## src/rtl/msg_counter_pkg.sv

```systemverilog
// msg_counter_pkg: shared state encoding and default parameter values for msg_counter.
`default_nettype none
`timescale 1ns/1ps

package msg_counter_pkg;

  typedef enum logic [1:0] {
    IDLE    = 2'd0,
    COLLECT = 2'd1,
    READY   = 2'd2
  } msg_state_e;

  localparam int DEF_MSG_LEN   = 3;
  localparam int DEF_MSG_CNT_W = 8;
  localparam int DEF_TIMEOUT   = 16;

endpackage

`default_nettype wire

```

## src/rtl/msg_counter_if.sv

```systemverilog
// msg_counter_if: symbol/ack inputs and message status outputs between front-end, counter and consumer.
`default_nettype none
`timescale 1ns/1ps

interface msg_counter_if #(
  parameter int MSG_LEN   = msg_counter_pkg::DEF_MSG_LEN,
  parameter int MSG_CNT_W = msg_counter_pkg::DEF_MSG_CNT_W
);
  localparam int SYM_W = $clog2(MSG_LEN + 1);

  logic                 sym_en;
  logic                 clr;
  logic                 msg_ack;
  logic                 msg_rdy;
  logic [SYM_W-1:0]     sym_cnt;
  logic [MSG_CNT_W-1:0] msg_cnt;
  logic                 ovf;
  logic                 msg_abort;

  modport master (
    output sym_en, clr, msg_ack,
    input  msg_rdy, sym_cnt, msg_cnt, ovf, msg_abort
  );

  modport slave (
    input  sym_en, clr, msg_ack,
    output msg_rdy, sym_cnt, msg_cnt, ovf, msg_abort
  );

endinterface

`default_nettype wire

```

## src/rtl/msg_counter_timer.sv

```systemverilog
// msg_timeout_timer: reloadable down-counter; o_expire flags TIMEOUT consecutive cycles without i_load.
`default_nettype none
`timescale 1ns/1ps

module msg_timeout_timer #(
  parameter int TIMEOUT = 16
) (
  input  wire logic clk,
  input  wire logic rst_n,
  input  wire logic i_load,
  output logic      o_expire
);

  localparam int CW = (TIMEOUT > 1) ? $clog2(TIMEOUT) : 1;
  localparam logic [CW-1:0] c_reload = CW'(TIMEOUT - 1);
  localparam logic [CW-1:0] c_one    = CW'(1);

  logic [CW-1:0] r_cnt;

  always_ff @(posedge clk or negedge rst_n) begin
    if (!rst_n) begin
      r_cnt <= c_reload;
    end else if (i_load) begin
      r_cnt <= c_reload;
    end else if (r_cnt != '0) begin
      r_cnt <= r_cnt - c_one;
    end
  end

  // The expiry cycle is the TIMEOUT-th idle one, so a strobe on it still wins.
  assign o_expire = !i_load && (r_cnt == '0);

endmodule

`default_nettype wire

```

## src/rtl/msg_counter.sv

```systemverilog
// msg_counter: collects MSG_LEN symbol strobes into a message held until acknowledged.
// Optional idle abort in COLLECT is built when MSG_TIMEOUT_EN is defined.
`default_nettype none
`timescale 1ns/1ps

module msg_counter
  import msg_counter_pkg::*;
#(
  parameter int MSG_LEN   = DEF_MSG_LEN,
  parameter int MSG_CNT_W = DEF_MSG_CNT_W,
  parameter int TIMEOUT   = DEF_TIMEOUT
) (
  input  wire logic      count,
  input  wire logic      rst,
  msg_counter_if.slave   bus
);

  localparam int SYM_W = $clog2(MSG_LEN + 1);
  localparam logic [SYM_W-1:0]     c_msg_len  = SYM_W'(MSG_LEN);
  localparam logic [SYM_W-1:0]     c_sym_one  = SYM_W'(1);
  localparam logic [MSG_CNT_W-1:0] c_msg_one  = MSG_CNT_W'(1);
  localparam msg_state_e           c_first_st = (MSG_LEN == 1) ? READY : COLLECT;

  generate
    if (MSG_LEN < 1 || MSG_LEN > 255 || TIMEOUT < 1) begin : g_param_range_invalid
      // Empty marker scope: its presence in the hierarchy exposes an illegal configuration.
    end
  endgenerate

  msg_state_e           r_state, w_state;
  logic [SYM_W-1:0]     r_sym_cnt, w_sym_cnt;
  logic [MSG_CNT_W-1:0] r_msg_cnt, w_msg_cnt;
  logic                 r_ovf, w_ovf;
  logic                 r_abort, w_abort;
  logic                 r_msg_rdy;
  logic                 w_tmr_expire;

`ifdef MSG_TIMEOUT_EN
  logic w_tmr_load;

  // Held at reload outside COLLECT, so entering COLLECT always starts a fresh window.
  assign w_tmr_load = (r_state != COLLECT) || bus.sym_en;

  msg_timeout_timer #(
    .TIMEOUT (TIMEOUT)
  ) u_timer (
    .clk      (count),
    .rst_n    (rst),
    .i_load   (w_tmr_load),
    .o_expire (w_tmr_expire)
  );
`else
  assign w_tmr_expire = 1'b0;
`endif

  always_comb begin
    w_state   = r_state;
    w_sym_cnt = r_sym_cnt;
    w_msg_cnt = r_msg_cnt;
    w_ovf     = r_ovf;
    w_abort   = 1'b0;

    if (bus.clr) begin
      w_state   = IDLE;
      w_sym_cnt = '0;
      w_msg_cnt = '0;
      w_ovf     = 1'b0;
    end else begin
      case (r_state)
        IDLE: begin
          if (bus.sym_en) begin
            w_state   = c_first_st;
            w_sym_cnt = c_sym_one;
          end
        end
        COLLECT: begin
          if (bus.sym_en) begin
            w_sym_cnt = r_sym_cnt + c_sym_one;
            if (w_sym_cnt == c_msg_len) begin
              w_state = READY;
            end
          end else if (w_tmr_expire) begin
            w_state   = IDLE;
            w_sym_cnt = '0;
            w_abort   = 1'b1;
          end
        end
        READY: begin
          if (bus.msg_ack) begin
            w_msg_cnt = r_msg_cnt + c_msg_one;
            if (bus.sym_en) begin
              // The coincident symbol opens the next message rather than overflowing.
              w_state   = c_first_st;
              w_sym_cnt = c_sym_one;
            end else begin
              w_state   = IDLE;
              w_sym_cnt = '0;
            end
          end else if (bus.sym_en) begin
            w_ovf = 1'b1;
          end
        end
        default: begin
          w_state   = IDLE;
          w_sym_cnt = '0;
        end
      endcase
    end
  end

  always_ff @(posedge count or negedge rst) begin
    if (!rst) begin
      r_state   <= IDLE;
      r_sym_cnt <= '0;
      r_msg_cnt <= '0;
      r_ovf     <= 1'b0;
      r_abort   <= 1'b0;
      r_msg_rdy <= 1'b0;
    end else begin
      r_state   <= w_state;
      r_sym_cnt <= w_sym_cnt;
      r_msg_cnt <= w_msg_cnt;
      r_ovf     <= w_ovf;
      r_abort   <= w_abort;
      r_msg_rdy <= (w_state == READY);
    end
  end

  assign bus.msg_rdy   = r_msg_rdy;
  assign bus.sym_cnt   = r_sym_cnt;
  assign bus.msg_cnt   = r_msg_cnt;
  assign bus.ovf       = r_ovf;
  assign bus.msg_abort = r_abort;

endmodule

`default_nettype wire

```

## src/flat_wrapper.sv

```systemverilog
// flat-port wrapper written by rule: the top's interface ports become plain ports
module msg_counter_flat import msg_counter_pkg::*;
#(
  parameter int MSG_LEN   = DEF_MSG_LEN,
  parameter int MSG_CNT_W = DEF_MSG_CNT_W,
  parameter int TIMEOUT   = DEF_TIMEOUT
)
  (count, rst, bus_sym_en, bus_clr, bus_msg_ack, bus_msg_rdy, bus_sym_cnt, bus_msg_cnt, bus_ovf, bus_msg_abort);
  msg_counter_if #(.MSG_LEN(MSG_LEN), .MSG_CNT_W(MSG_CNT_W)) bus_i ();
  input  wire logic count;
  input  wire logic rst;
  input wire logic [$bits(bus_i.sym_en)-1:0] bus_sym_en;
  input wire logic [$bits(bus_i.clr)-1:0] bus_clr;
  input wire logic [$bits(bus_i.msg_ack)-1:0] bus_msg_ack;
  output wire logic [$bits(bus_i.msg_rdy)-1:0] bus_msg_rdy;
  output wire logic [$bits(bus_i.sym_cnt)-1:0] bus_sym_cnt;
  output wire logic [$bits(bus_i.msg_cnt)-1:0] bus_msg_cnt;
  output wire logic [$bits(bus_i.ovf)-1:0] bus_ovf;
  output wire logic [$bits(bus_i.msg_abort)-1:0] bus_msg_abort;
  assign bus_i.sym_en = bus_sym_en;
  assign bus_i.clr = bus_clr;
  assign bus_i.msg_ack = bus_msg_ack;
  assign bus_msg_rdy = bus_i.msg_rdy;
  assign bus_sym_cnt = bus_i.sym_cnt;
  assign bus_msg_cnt = bus_i.msg_cnt;
  assign bus_ovf = bus_i.ovf;
  assign bus_msg_abort = bus_i.msg_abort;
  msg_counter #(.MSG_LEN(MSG_LEN), .MSG_CNT_W(MSG_CNT_W), .TIMEOUT(TIMEOUT)) u_core (.count(count), .rst(rst), .bus(bus_i));
endmodule
```

## config.mk

```make
export PLATFORM = sky130hd
export DESIGN_NAME = msg_counter_flat
export DESIGN_NICKNAME = d
export VERILOG_FILES = /design/src/rtl/msg_counter_pkg.sv /design/src/rtl/msg_counter_if.sv /design/src/rtl/msg_counter_timer.sv /design/src/rtl/msg_counter.sv /design/src/flat_wrapper.sv
export SDC_FILE = /design/constraint.sdc
export NUM_CORES = 1
export LEC_CHECK = 0
export ABC_CLOCK_PERIOD_IN_PS = 1270
export BUFFER_PORTS_ARGS = -buffer_cell sky130_fd_sc_hd__buf_2
export CORE_MARGIN = 4
export CORE_UTILIZATION = 45
export CTS_CLUSTER_SIZE = 28
export DETAILED_ROUTE_END_ITERATION = 10
export GPL_ROUTABILITY_DRIVEN = 0
export GPL_TIMING_DRIVEN = 0
export PLACE_DENSITY = 0.72
export SYNTH_ARGS = -nofsm -noshare
export SYNTH_HDL_FRONTEND = slang
export SYNTH_HIERARCHICAL = 1
export SYNTH_SLANG_ARGS = --single-unit
export TNS_END_PERCENT = 100
```

## constraint.sdc

```tcl
create_clock -name count -period 1.27 [get_ports count]
set_input_delay 0.127 -clock count [delete_from_list [all_inputs] [get_ports count]]
set_output_delay 0.127 -clock count [all_outputs]
set_load 0.01 [all_outputs]
```

# Word-level counts from Yosys, hierarchy flattened
# Index checks and enable logic that the tools add are counted.
# word_totals
register_bits	14
input_bits	5
out_inout_bits	13
word_cells	41
# classes
addsub	2
n_eq_ne	8
mux	19
reduce_logical	7
# ops
operator	count
$mux 8	3
$mux 2	9
$pmux 2 s3	2
$ne 3x3->1 const B	3
$add 8x1->8 const B	1
$eq 2x2->1 const B	3
$reduce_and 3->1	2
$reduce_bool 2->1	3
$mux 1	5
$add 2x1->2 const B	1
$eq 2x1->1 const B	1
$logic_not 2->1	1
$ne 2x2->1 const B	1
$reduce_and 2->1	1

# Logic depth before layout (Yosys ltp)
# depth
ltp_word	7
mapped_depth	5
mapped_depth_nobuf	5

# Worst setup path after synthesis
# No wires, ideal clock.
# synth_timing
path_type	register to register
from	reg u_core.r_state[0]
to	reg u_core.r_msg_cnt[7] (netlist: u_core/bus.msg_cnt[7])
setup_ns	0.125
arrival_ns	1.244
required_ns	1.145
slack_ns	-0.099
path_stages_with_launch	4
path_buffers	0
synth_period_minus_slack_ns	1.369
cell_sequence	dfrtp_1 > nand3b_4 > nor4_1 > mux2_2
# synth_via
elab_chain_len	3
# synth_rtl
element	line	source
from (decl)	msg_counter.sv:30	msg_state_e r_state, w_state;
from (signal assigned)	msg_counter.sv:120	r_state <= w_state;
$eq 2x2->1	msg_counter.sv:69	case (r_state)
$reduce_bool 2->1 (no source line)	n/a	
$reduce_and 2->1 (no source line)	n/a	
to (signal assigned)	msg_counter.sv:122	r_msg_cnt <= w_msg_cnt;
to (decl)	msg_counter.sv:32	logic [MSG_CNT_W-1:0] r_msg_cnt, w_msg_cnt;
# No other way between the ends.
# A chain may end at the register's enable or synchronous reset.

# Worst setup path in the final report
# layout_timing
from	reg u_core.r_msg_cnt[0] (netlist: u_core/bus.msg_cnt[0])
to	reg u_core.r_msg_cnt[2] (netlist: u_core/bus.msg_cnt[2])
# layout_via
elab_chain_len	4
# layout_rtl
element	line	source
$add 8x1->8	msg_counter.sv:90	w_msg_cnt = r_msg_cnt + c_msg_one;
$mux 8	msg_counter.sv:89	if (bus.msg_ack) begin
$mux 8	msg_counter.sv:69	
$mux 8	msg_counter.sv:63	if (bus.clr) begin
# No other way between the ends. The select of a mux whose other input is x is not followed.

==> flow_metrics.py <==
metrics = {
    "run_status": {
        "status": "complete, but fails checks",
        "violations": "negative setup slack",
    },
    "drt": {
        "totalWireLength_microns": 1540,
        "via_per_inst": 5.34,
        "first_pass_iters": 4,
        "final_antenna_net_count": 0,
        "post_drt_wl_per_cell_microns": 13.1,
        "drc_errors": 0,
        "vias": 630,
        "first_iter_violations": 25,
    },
    "hold_path": {
        "min_to": "u_core/bus.sym_cnt[1]$_DFFE_PN0P_",
        "min_from": "bus_clr",
        "hold_path_class": "in -> reg",
        "holdPathStages": 2,
    },
    "power_and_ir_drop": {
        "finalPower_mw": 0.868,
        "power_density_nw_per_um2": 901,
        "ir_drop_mv": 0.464,
        "power.leakage_nw": 0.508,
    },
    "critical_path": {
        "rr_worst_depth": 6,
        "crit_chain": "ha_1, nand4b_1, buf_4, buf_4, xnor2_1, nor2_1",
        "max_stage_delay_ns": 0.37,
        "crit_path_end_kind": "register",
        "cp-start-kind": "register",
        "cp.required_ns": 1.42,
        "slowest_stage": "dfrtp_1",
        "crit_fanout": 4,
        "cp_top_family": "flip-flops",
        "timing.reg2reg.setup_slack_ns": -0.11,
        "path_class": "reg -> reg",
        "cp_common_cell": "buf_4",
        "path_buf_inv": 2,
        "r2r_end": "u_core/bus.msg_cnt[2]$_DFFE_PN0P_",
        "arrival_ns": 1.52,
        "reg2reg_from": "u_core/bus.msg_cnt[0]$_DFFE_PN0P_",
    },
    "synth": {
        "synth-seq-area-share": 0.490,
        "ys.flop_type": "dfrtp_1",
        "syn-cell-area_sq_um": 714,
        "yosysWarnings": 6,
        "synth.avg_cell_area_sq_um": 9.92,
        "synth_nets": 79,
        "synthArstFlopShare": 1.00,
        "synth_edf_count": 0,
        "ys_types": 30,
        "synthCells": 72,
        "ys_seq_elements": 14,
    },
    "floorplanning": {
        "dieArea_sq_um": 2290,
        "coreArea_sq_um": 1510,
        "die_x_microns": 47.8,
        "num_rows": 14,
        "ios": 18,
        "die_h_microns": 47.8,
        "start_util": 0.474,
    },
    "cells_and_area": {
        "nets": 110,
        "fill_cells": 117,
        "area_growth_pct": 34.9,
        "regArea_sq_um": 353,
        "final_cell_mix": "15 x buf_2, 12 x dfrtp_1, 11 x buf_4",
        "multiInputGateArea_sq_um": 364,
        "drive_gt1_frac": 0.373,
        "mostFrequentLayoutCell": "buf_2",
        "diodes": 0,
        "utilization": 0.640,
    },
    "clock_network": {
        "cts_buffers": 3,
        "cts.reportedPaths.clkPinSlew_ns": 0.09,
        "clock_latency_ns": 0.27,
        "clock-sinks": 14,
        "root_buffer": "clkbuf_4",
        "cts_tree": "built",
        "cts_buffer_depth": 2,
        "ctsHtreeMaxLevel": 1,
    },
    "global_routing": {
        "use_met2": 0.253,
        "gr-usage-all-layers": 0.145,
        "grt_max_degree": 15,
        "grt_pass1_wl_microns": 2300,
        "grt_pass1_vias": 532,
        "met1_usage": 0.180,
        "top_usage_layer": "met2",
        "antenna_found_initial": 0,
        "met3_usage": 0.0338,
        "grt_overflow": 0,
    },
    "timing": {
        "clock-skew-final_ns": 0.00150,
        "min_period_ns": 1.38,
        "grt_setup_unrepaired": "yes",
        "drv_slew": 0,
        "max_freq_ghz": 0.727,
        "final.setup.worst_slack_ns": -0.106,
        "setup_violations": 6,
        "min_period_over_period": 1.08,
        "hold_violations": 0,
    },
    "placed_design": {
        "io_buffers": 15,
        "hpwl_microns": 979,
        "pre_cts_ws_ns": -0.176,
    },
    "job": {
        "cap_violations": 0,
    },
}
-- how the worst max path moves through the flow --
stage                                   endpoint  cells after the start                              start
2_1_floorplan  u_core/bus.msg_cnt[7]$_DFFE_PN0P_                      3        u_core/r_state[0]$_DFF_PN0_
3_3_place_gp   u_core/bus.msg_cnt[7]$_DFFE_PN0P_                      3        u_core/r_state[0]$_DFF_PN0_
3_5_place_dp   u_core/bus.msg_cnt[7]$_DFFE_PN0P_                      3        u_core/r_state[0]$_DFF_PN0_
4_1_cts        u_core/bus.msg_cnt[7]$_DFFE_PN0P_                      3        u_core/r_state[0]$_DFF_PN0_
5_1_grt        u_core/bus.msg_cnt[6]$_DFFE_PN0P_                      4  u_core/bus.msg_cnt[0]$_DFFE_PN0P_
6_report       u_core/bus.msg_cnt[2]$_DFFE_PN0P_                      6  u_core/bus.msg_cnt[0]$_DFFE_PN0P_
-- report_power, final --
part           switching [mW]  internal [mW]
Clock                   0.143          0.174
Combinational          0.0498         0.0422
Sequential            0.00560          0.453
Total                   0.198          0.669
-- routing by layer --
layer / share of wire / vias up / wire length [microns]
li1: - / 313 / -
met2: 0.49 / 20 / 757
met5: 0 / - / 0
met4: 0 / 0 / 0
met1: 0.47 / 297 / 718
met3: 0.043 / 0 / 67
-- kinds of logic after synthesis --
| logic type | synth area share |
|---|---|
| fa+ha+maj | 0.0350 |
| flops | 0.490 |
| compound gates | 0.121 |
| simple gates | 0.226 |
| xor+xnor | 0.0368 |
| other cells | 0.00525 |
| buf+inv | 0.0420 |
| mux | 0.0438 |
-- synthesized netlist by cell type, types with 2 or more instances --
library cell | number | area, sq um
inv_1 | 4 | 15.0
or3_1 | 2 | 12.5
dfrtp_1 | 14 | 350
clkbuf_1 | 2 | 7.51
xnor2_1 | 2 | 17.5
ha_1 | 2 | 25.0
mux2i_1 | 2 | 20.0
nor2_1 | 10 | 37.5
nand2_1 | 2 | 7.51
o31ai_1 | 2 | 15.0
or4_1 | 2 | 15.0
o21ai_0 | 3 | 15.0
nor2b_1 | 2 | 12.5
a21oi_1 | 5 | 25.0
nand3_1 | 3 | 15.0
-- layout make-up --
class                           instances  share of cell area
Tap cell                               16              0.0208
Buffer                                  3              0.0156
Timing Repair Buffer                   26               0.166
Sequential cell                        14               0.366
Clock buffer                            4              0.0377
Inverter                                4              0.0156
Multi-Input combinational cell         51               0.378
-- flip-flops by register name (all words and copies together) (netlist names) --
name,cells
u_core/r_state,2
u_core/bus.sym_cnt,2
u_core/bus.msg_rdy,1
u_core/bus.ovf,1
u_core/bus.msg_cnt,8
-- stage by stage --
stage / setup TNS, ns / instance area, sq um / cells / hold WS, ns
global placement: -0.493 / 816 / 103 / 0.0372
floorplan: -0.192 / 721 / 72 / -0.169
finish: -0.395 / 963 / 118 / 0.0936
CTS: -0.230 / 915 / 113 / 0.0809
global route: -0.723 / 963 / 118 / 0.0853
detailed placement: -0.629 / 816 / 103 / 0.0391
-- timing repair --
item	4_1_cts	5_1_grt
pin swaps	2	5
setup buffers	5	5
hold buffers	1	0
resized for setup	4	3
endpoints found under the hold margin	14	0
setup endpoints to repair	6	6
Power figures use the tool's default switching activity.
